--- config.mk ---
export PLATFORM = sky130hd
export DESIGN_NAME = ex_stage
export DESIGN_NICKNAME = d
export VERILOG_FILES = /design/src/rtl/ex_pkg.sv /design/src/rtl/ex_resolve.sv /design/src/rtl/ex_stage.sv
export SDC_FILE = /design/constraint.sdc
export NUM_CORES = 1
export LEC_CHECK = 0
export CAP_MARGIN = 20
export CORE_MARGIN = 2
export CORE_UTILIZATION = 47
export CTS_CLUSTER_SIZE = 10
export DETAILED_ROUTE_END_ITERATION = 16
export HOLD_SLACK_MARGIN = 0.06
export PLACE_DENSITY = 0.82
export SLEW_MARGIN = 20
export SYNTH_ARGS = -nofsm -noshare
export SYNTH_HDL_FRONTEND = slang
export SYNTH_SLANG_ARGS = --single-unit
export TNS_END_PERCENT = 5
--- constraint.sdc ---
create_clock -name clk -period 3.1 [get_ports clk]
set_input_delay 0.465 -clock clk [delete_from_list [all_inputs] [get_ports clk]]
set_output_delay 0.465 -clock clk [all_outputs]
set_load 0.1 [all_outputs]
--- src/rtl/ex_pkg.sv ---
// Shared types and constants for the RV32I execute stage.
// EX_WIDTH / EX_REG_ADDR_W size the entry structs; the stage parameters must match them.
package ex_pkg;

    localparam int EX_WIDTH      = 32;
    localparam int EX_REG_ADDR_W = 5;

    // Branch condition codes (funct3) as delivered by decode
    localparam logic [2:0] F3_BEQ  = 3'b000;
    localparam logic [2:0] F3_BNE  = 3'b001;
    localparam logic [2:0] F3_BLT  = 3'b100;
    localparam logic [2:0] F3_BGE  = 3'b101;
    localparam logic [2:0] F3_BLTU = 3'b110;
    localparam logic [2:0] F3_BGEU = 3'b111;

    // Fully resolved entry as produced by ex_resolve
    typedef struct packed {
        logic [EX_WIDTH-1:0]      result;
        logic [EX_REG_ADDR_W-1:0] rd;
        logic                     reg_write;
        logic                     redirect;
        logic [EX_WIDTH-1:0]      target;
    } ex_entry_t;

    // Part of an entry that travels on to the memory stage
    typedef struct packed {
        logic [EX_WIDTH-1:0]      result;
        logic [EX_REG_ADDR_W-1:0] rd;
        logic                     reg_write;
    } ex_wb_t;

endpackage

--- src/rtl/ex_resolve.sv ---
// Combinational branch/jump resolution: taken decision, redirect target,
// result selection and destination write-enable qualification.
module ex_resolve
    import ex_pkg::*;
(
    input  logic [EX_WIDTH-1:0]      alu_out_i,
    input  logic                     alu_zero_i,
    input  logic [EX_WIDTH-1:0]      pc_i,
    input  logic [EX_WIDTH-1:0]      imm_i,
    input  logic [2:0]               funct3_i,
    input  logic                     is_branch_i,
    input  logic                     is_jal_i,
    input  logic                     is_jalr_i,
    input  logic [EX_REG_ADDR_W-1:0] rd_i,
    input  logic                     reg_write_i,
    output ex_entry_t                entry_o
);

    logic code_ok;
    logic taken;
    logic jump;

    // Codes 010/011 are not branches; they must never redirect
    always_comb begin
        code_ok = 1'b0;
        case (funct3_i)
            F3_BEQ, F3_BNE, F3_BLT, F3_BGE, F3_BLTU, F3_BGEU: code_ok = 1'b1;
            default:                                          code_ok = 1'b0;
        endcase
    end

    // XOR result for BEQ/BNE, SLT/SLTU result for the ordered compares
    assign taken = is_branch_i && code_ok && (alu_zero_i ^ funct3_i[2] ^ funct3_i[0]);
    assign jump  = is_jal_i || is_jalr_i;

    always_comb begin
        entry_o           = '0;
        entry_o.result    = jump ? (pc_i + EX_WIDTH'(4)) : alu_out_i;
        entry_o.rd        = rd_i;
        entry_o.reg_write = reg_write_i && !is_branch_i && (rd_i != '0);
        entry_o.redirect  = taken || jump;
        entry_o.target    = is_jalr_i ? {alu_out_i[EX_WIDTH-1:1], 1'b0} : (pc_i + imm_i);
    end

endmodule

--- src/rtl/ex_stage.sv ---
// Execute-stage pipeline register: resolves branches/jumps, emits a one-cycle
// redirect after acceptance and forwards results over valid/ready.
// EX_STAGE_SKID_EN adds a skid slot so in_ready becomes a pure register output.
module ex_stage
    import ex_pkg::*;
#(
    parameter int WIDTH      = EX_WIDTH,
    parameter int REG_ADDR_W = EX_REG_ADDR_W
) (
    input  logic                  clk,
    input  logic                  rst,
    input  logic                  flush,
    input  logic                  in_valid,
    output logic                  in_ready,
    input  logic [WIDTH-1:0]      alu_out,
    input  logic                  alu_zero,
    input  logic [WIDTH-1:0]      pc,
    input  logic [WIDTH-1:0]      imm,
    input  logic [2:0]            funct3,
    input  logic                  is_branch,
    input  logic                  is_jal,
    input  logic                  is_jalr,
    input  logic [REG_ADDR_W-1:0] rd,
    input  logic                  reg_write,
    output logic                  out_valid,
    input  logic                  out_ready,
    output logic [WIDTH-1:0]      out_result,
    output logic [REG_ADDR_W-1:0] out_rd,
    output logic                  out_reg_write,
    output logic                  redirect_valid,
    output logic [WIDTH-1:0]      redirect_pc
);

    ex_entry_t        in_entry;
    ex_wb_t           in_wb;
    logic             accept;

    ex_wb_t           out_q, out_d;
    logic             out_valid_q, out_valid_d;
    logic             redirect_valid_q, redirect_valid_d;
    logic [WIDTH-1:0] redirect_pc_q, redirect_pc_d;

    ex_resolve u_resolve (
        .alu_out_i   (alu_out),
        .alu_zero_i  (alu_zero),
        .pc_i        (pc),
        .imm_i       (imm),
        .funct3_i    (funct3),
        .is_branch_i (is_branch),
        .is_jal_i    (is_jal),
        .is_jalr_i   (is_jalr),
        .rd_i        (rd),
        .reg_write_i (reg_write),
        .entry_o     (in_entry)
    );

    assign in_wb.result    = in_entry.result;
    assign in_wb.rd        = in_entry.rd;
    assign in_wb.reg_write = in_entry.reg_write;

    // Flush wins over a coincident input
    assign accept = in_valid && in_ready && !flush;

    // Redirect tracks acceptance, never output drain
    always_comb begin
        redirect_valid_d = accept && in_entry.redirect;
        redirect_pc_d    = redirect_pc_q;
        if (accept && in_entry.redirect) begin
            redirect_pc_d = in_entry.target;
        end
    end

    always_ff @(posedge clk) begin
        if (rst) begin
            redirect_valid_q <= 1'b0;
            redirect_pc_q    <= '0;
        end else begin
            redirect_valid_q <= redirect_valid_d;
            redirect_pc_q    <= redirect_pc_d;
        end
    end

`ifdef EX_STAGE_SKID_EN
    ex_wb_t skid_q, skid_d;
    logic   skid_valid_q, skid_valid_d;

    assign in_ready = !skid_valid_q;

    always_comb begin
        out_d        = out_q;
        out_valid_d  = out_valid_q;
        skid_d       = skid_q;
        skid_valid_d = skid_valid_q;
        if (flush) begin
            out_valid_d  = 1'b0;
            skid_valid_d = 1'b0;
        end else if (!out_valid_q || out_ready) begin
            // Output slot frees up: the older skid entry goes first
            if (skid_valid_q) begin
                out_d        = skid_q;
                out_valid_d  = 1'b1;
                skid_valid_d = 1'b0;
            end else if (accept) begin
                out_d       = in_wb;
                out_valid_d = 1'b1;
            end else begin
                out_valid_d = 1'b0;
            end
        end else if (accept) begin
            skid_d       = in_wb;
            skid_valid_d = 1'b1;
        end
    end

    always_ff @(posedge clk) begin
        if (rst) begin
            out_q        <= '0;
            out_valid_q  <= 1'b0;
            skid_q       <= '0;
            skid_valid_q <= 1'b0;
        end else begin
            out_q        <= out_d;
            out_valid_q  <= out_valid_d;
            skid_q       <= skid_d;
            skid_valid_q <= skid_valid_d;
        end
    end
`else
    assign in_ready = !out_valid_q || out_ready;

    always_comb begin
        out_d       = out_q;
        out_valid_d = out_valid_q;
        if (flush) begin
            out_valid_d = 1'b0;
        end else if (accept) begin
            out_d       = in_wb;
            out_valid_d = 1'b1;
        end else if (out_ready) begin
            out_valid_d = 1'b0;
        end
    end

    always_ff @(posedge clk) begin
        if (rst) begin
            out_q       <= '0;
            out_valid_q <= 1'b0;
        end else begin
            out_q       <= out_d;
            out_valid_q <= out_valid_d;
        end
    end
`endif

    assign out_valid      = out_valid_q;
    assign out_result     = out_q.result;
    assign out_rd         = out_q.rd;
    assign out_reg_write  = out_q.reg_write;
    assign redirect_valid = redirect_valid_q;
    assign redirect_pc    = redirect_pc_q;

endmodule

**After elaboration in Yosys (flattened, before gate mapping)**

Cells that the tools add are included.

- Register bits: 72
- Word-level logic and storage cells: 40

- Multiplexer cells: 5
- Bitwise gates (word level): 3
- Reductions and logical operators: 19
- Equality and inequality tests: 5
- $add $sub $neg: 2

Operator list:

| cell | number |
|---|---|
| 2-to-1 mux 32 bit | 2 |
| adder 32 x 3 -> 32 bit (second input constant) | 1 |
| adder 32 bit | 1 |
| equality test 3 bit (second input constant) | 4 |
| logical AND 1 bit | 7 |
| OR reduction 6 bit | 1 |
| nonzero test 5 bit | 1 |
| equality test 3 x 1 -> 1 bit (second input constant) | 1 |
| zero test 1 bit | 3 |
| zero test 3 bit | 1 |
| logical OR 1 bit | 3 |
| 2-to-1 mux 1 bit | 3 |
| AND reduction 2 bit | 1 |
| nonzero test 2 bit | 1 |
| OR reduction 2 bit | 1 |
| bitwise XOR 1 bit | 2 |
| NOT 1 bit | 1 |

**Logic depth before layout (Yosys ltp)**

- Depth after elaboration: 7
- Depth in mapped cells: 10
- Depth with buffers taken out: 10

**Hierarchy**

Synthesis repeated with hierarchy kept, for this count alone.

- Cell total of the unflattened synthesis: 857
- Area total of the unflattened synthesis: 6262.3 µm²

By module, submodules not included:

| module | area an instance (µm²) | cells each | times used |
|---|---|---|---|
| ex_resolve | 3283.1 | 521 | 1 |
| ex_stage | 2979.1 | 336 | 1 |

**Worst setup path after synthesis**

No wires, ideal clock.

- Path type: in2reg
- From: input pc[0]
- To: register redirect_pc_q[22], in the netlist redirect_pc[22]
- Buffers on the path: 0
- Slack: 0.227 ns
- Arrival time: 2.730 ns
- Cell stages on the path: 10
- Cells stage by stage: ha_1 > fa_1 > a21o_1 > a221oi_2 > a211oi_2 > o211ai_4 > a21boi_2 > or3_2 > nand3_1 > a311oi_1

- Word-level cells in the longest chain between the ends: 2

RTL lines:

| element | RTL line | RTL |
|---|---|---|
| from (decl) | ex_stage.sv:17 | `input logic [WIDTH-1:0] pc,` |
| adder 32 bit | ex_resolve.sv:42 | `entry_o.target = is_jalr_i ? {alu_out_i[EX_WIDTH-1:1], 1'b0} : (pc_i + imm_i);` |
| 2-to-1 mux 32 bit | ex_resolve.sv:42 |  |
| to (signal assigned) | ex_stage.sv:79 | `redirect_pc_q <= redirect_pc_d;` |
| to (decl) | ex_stage.sv:41 | `logic [WIDTH-1:0] redirect_pc_q, redirect_pc_d;` |

No other way between the ends.
A chain may end at the register's enable or synchronous reset.

**Worst setup path after layout**

Ends and elaborated chain as after synthesis.

==> summary by stage <==
CTS
The H-tree was split into 3 levels. The clock passes through at most 2 buffers. The CTS tree is done.

The clock transition at the registers of the reported paths is 60 ps. The buffer type at the clock tree root is clkbuf_16. Buffers inserted to repair hold after CTS numbered 0.

The number of buffers created by CTS is 9. Clock tree synthesis found a total of 72 sinks. The later pin in the worst-skew pair is clocked with a latency of 330 ps.

Synthesis
Of all cell types, the one taking the most synthesized area is dfxtp_1. The register bit total from synthesis is 72. After technology mapping, the gate count stands at 744. The post-synthesis average cell area is 7.34 sq um. The total nets after synthesis is 891. Of the post-synthesis cell area, the dominant cell type holds 0.264. For this run, the leading register cell type out of synthesis is dfxtp_1. After synthesis, the share of flip-flops with an asynchronous set or reset is 0. The number of synthesized flops with an enable pin is 0. The post-synth design cell area is 5460 sq um. During synthesis, Yosys emitted a total of 0 warnings.

The sequential-to-total area share from yosys stat is 0.264. The number of distinct library cell variants in the gate-level netlist after synthesis is 65. After synthesis, the cell types taking the most area are dfxtp_1 (26%), nor2_1 (7.5%), a21oi_1 (7.4%).

STA
The minimum setup slack in the final design is 97.3 ps. Based on the critical path, the design can be clocked at up to 333 MHz. Setup repair after global routing could not meet its margin everywhere. The number of endpoints failing setup at the final stage is 0. The pin slew with the least headroom to its limit is 577 ps. Final hold analysis gives a worst-case slack of 454 ps. For the final database, setup skew stands at 2.62 ps.

The final-report hold violation count is 0. The final-report max-slew violation count came to 0. In the finished design, the share of the clock period the worst path needs comes to 0.969.

Headroom to the max-slew limit came out at 0.611. The time the worst path needs with I/O delays and setup is 3000 ps.

Placement
Detailed placement ended at an HPWL of 15.2 mm. The congestion estimate from routability-driven global placement came to 0.939. Before CTS, the worst setup slack after placement is -396 ps.

The number of port buffers is 186. The count of placed standard cells including taps is 1,105.

Floorplanning
The core region is 11,400 sq um. The starting density of the core is 0.480. Measured along the y axis, the die boundary spans 112 microns.

The boundary pin count is 187. The area of the die is 12,500 sq um. The floorplan step set the die width to 112 microns. The number of rows in the core area is 39.

Power and ir drop
The maximum vdd drop is 0.414 mV. The analysis attributes to cell leakage a power of 3.40 nW. The total power per unit cell area is 447 nW/um^2.

Cells and area
The share of post-route cells with drive strength above 1 is 0.200. The number of standard cells in the final layout excluding fillers is 1,122. The antenna diode instance count is 0. The layout overhead on the synthesized area is 48.6%. The number of filler instances in the final layout is 942. The most common library cell in the layout ignoring fill and taps is buf_4. The top cell types in the final layout, fill and taps aside, are buf_4 (152), clkdlybuf4s50_1 (112), nor2_1 (109). For this run, the post-layout net count is 1,121.

Global routing
The maximum number of pins on one net before global-route repair is 61. The first global-routing pass estimated 30.4 mm of wire. The number of global-route vias before repair came to 5,911. The initial antenna violation count is 0.

The total global routing overflow is 0. Across every metal layer, demand over resource in global routing totals 0.302.

Worst setup path
On the critical path, the stage with the largest delay is an instance of or3_2. The maximum fanout count along the critical path is 5. Walking the worst path, the cells encountered are clkdlybuf4s50_1, ha_2, fa_2, a21o_1, a221oi_4, a211oi_4, o211ai_4, a21boi_2, or3_2, nand3_1, a311oi_1. The critical setup path kind is in -> reg.

STA classifies the critical path startpoint as an input pin. The critical path data required time is 3290 ps. The maximum single-stage delay on the critical path is 450 ps. The capturing element type of the critical path is a register. Data on the critical path arrives at its endpoint at 3190 ps.

Routing
The average wire length per cell after detail routing is 17.3 microns. Dividing the detail-routed via count by the number of cells gives 5.84. The pre-antenna-repair detailed-routing pass consisted of 5 iterations. The number of DRC markers in iteration 0 is 711. Once detail routing completed, the nets flagged for antenna violations numbered 0.

The wire length after detailed routing is 19.4 mm. The count of vias placed by the detailed router is 6,557. The DRC violations left is 0.

Status
The run finished with clean final reports.

Worst hold path
The worst hold path belongs to the class reg -> reg.

Run
The max-cap check violation count is 0.
timing repair:
| item | 4_1_cts | 5_1_grt |
|---|---|---|
| setup endpoints to repair | 4 | 8 |
| setup buffers | 0 | 1 |
| resized for setup | 1 | 5 |
| pin swaps | 1 | 6 |
cells by family (layout without fill, tap and decap cells):
| logic type | after synthesis | in the layout | share of synthesized area |
|---|---|---|---|
| AND/OR/NAND/NOR | 290 | 290 | 0.241 |
| flip-flops | 72 | 72 | 0.264 |
| multiplexers | 9 | 9 | 0.0165 |
| XOR/XNOR | 49 | 49 | 0.0786 |
| adder cells (fa/ha/maj) | 33 | 33 | 0.0770 |
| AO/OA/AOI/OAI | 229 | 229 | 0.280 |
| buffers and inverters | 62 | 297 | 0.0426 |
final timing paths:
check / start / to / slack, ps / cells past startpoint
max: pc[0] / redirect_pc[22]$_SDFFE_PP0P_ / 100 / 11
max reg2reg: out_valid$_SDFFE_PP0P_ / redirect_pc[3]$_SDFFE_PP0P_ / 1090 / 8
min reg2reg: out_rd[3]$_SDFFE_PP0P_ / out_rd[3]$_SDFFE_PP0P_ / 450 / 2
min: out_rd[3]$_SDFFE_PP0P_ / out_rd[3]$_SDFFE_PP0P_ / 450 / 2
layout make-up:
class                      count  area, sq um  share of cell area
timing repair buffer         266         2290               0.282
sequential                    72         1440               0.178
clock buffer                  11          243              0.0299
tap                          143          179              0.0221
multi-input combinational    610         3820               0.471
inverter                      15         56.3             0.00694
clock inverter                 5         80.1             0.00988
flip-flops by register name (all words and copies together) (netlist names):
| register | count |
|---|---|
| out_result | 32 |
| redirect_pc | 32 |
| out_rd | 5 |
| out_reg_write | 1 |
| out_valid | 1 |
| redirect_valid | 1 |
report_power, final:
part / internal (mW) / switching [mW] / total (mW)
clock network: 0.725 / 0.397 / 1.12
logic: 0.539 / 0.944 / 1.48
registers: 0.983 / 0.0351 / 1.02
worst max-delay path, delay by kind of cell:
kind / cells / cell delay [ps]
buffers and inverters: 1 / 420
adder cells (fa/ha/maj): 2 / 560
AO/OA/AOI/OAI: 6 / 1170
AND/OR/NAND/NOR: 2 / 550
stage by stage:
step / area [sq um] / setup TNS (ps) / power [mW] / util
after CTS: 8080 / 0 / 3.60 / 0.711
after global routing: 8110 / -33.8 / 3.76 / 0.713
final: 8110 / 0 / 3.62 / 0.713
after floorplan: 5460 / 0 / 1.97 / -
after global placement: 7740 / -2020 / 2.48 / 0.681
after detailed placement: 7740 / -2890 / 2.49 / 0.681
synthesized netlist by cell type (3+ instances only):
cell type,n
inv_1,14
dfxtp_1,72
nand3_1,28
xor2_1,22
nor3_1,15
a211oi_1,33
a31oi_1,7
a311oi_1,9
nand3b_1,4
or3_1,5
clkbuf_1,41
xnor2_1,27
o21ai_0,34
ha_1,32
nor2_1,109
a21oi_1,81
and3_1,7
mux2i_1,9
o21bai_1,5
buf_1,6
nand4_1,15
a21o_1,13
o21a_1,4
nor4_1,3
nand2_1,82
a31o_2,4
and2_1,4
o211ai_1,8
metal layers:
| layer | share of wire | wire [microns] | vias up | global-route usage |
|---|---|---|---|---|
| li1 | - | - | 3152 | - |
| met1 | 0.43 | 8440 | 3003 | 0.424 |
| met2 | 0.44 | 8470 | 344 | 0.463 |
| met3 | 0.090 | 1740 | 58 | 0.0348 |
| met4 | 0.039 | 755 | 0 | 0.139 |
| met5 | 0 | 0 | - | 0 |
No activity file was read; power rests on OpenSTA's default activity.
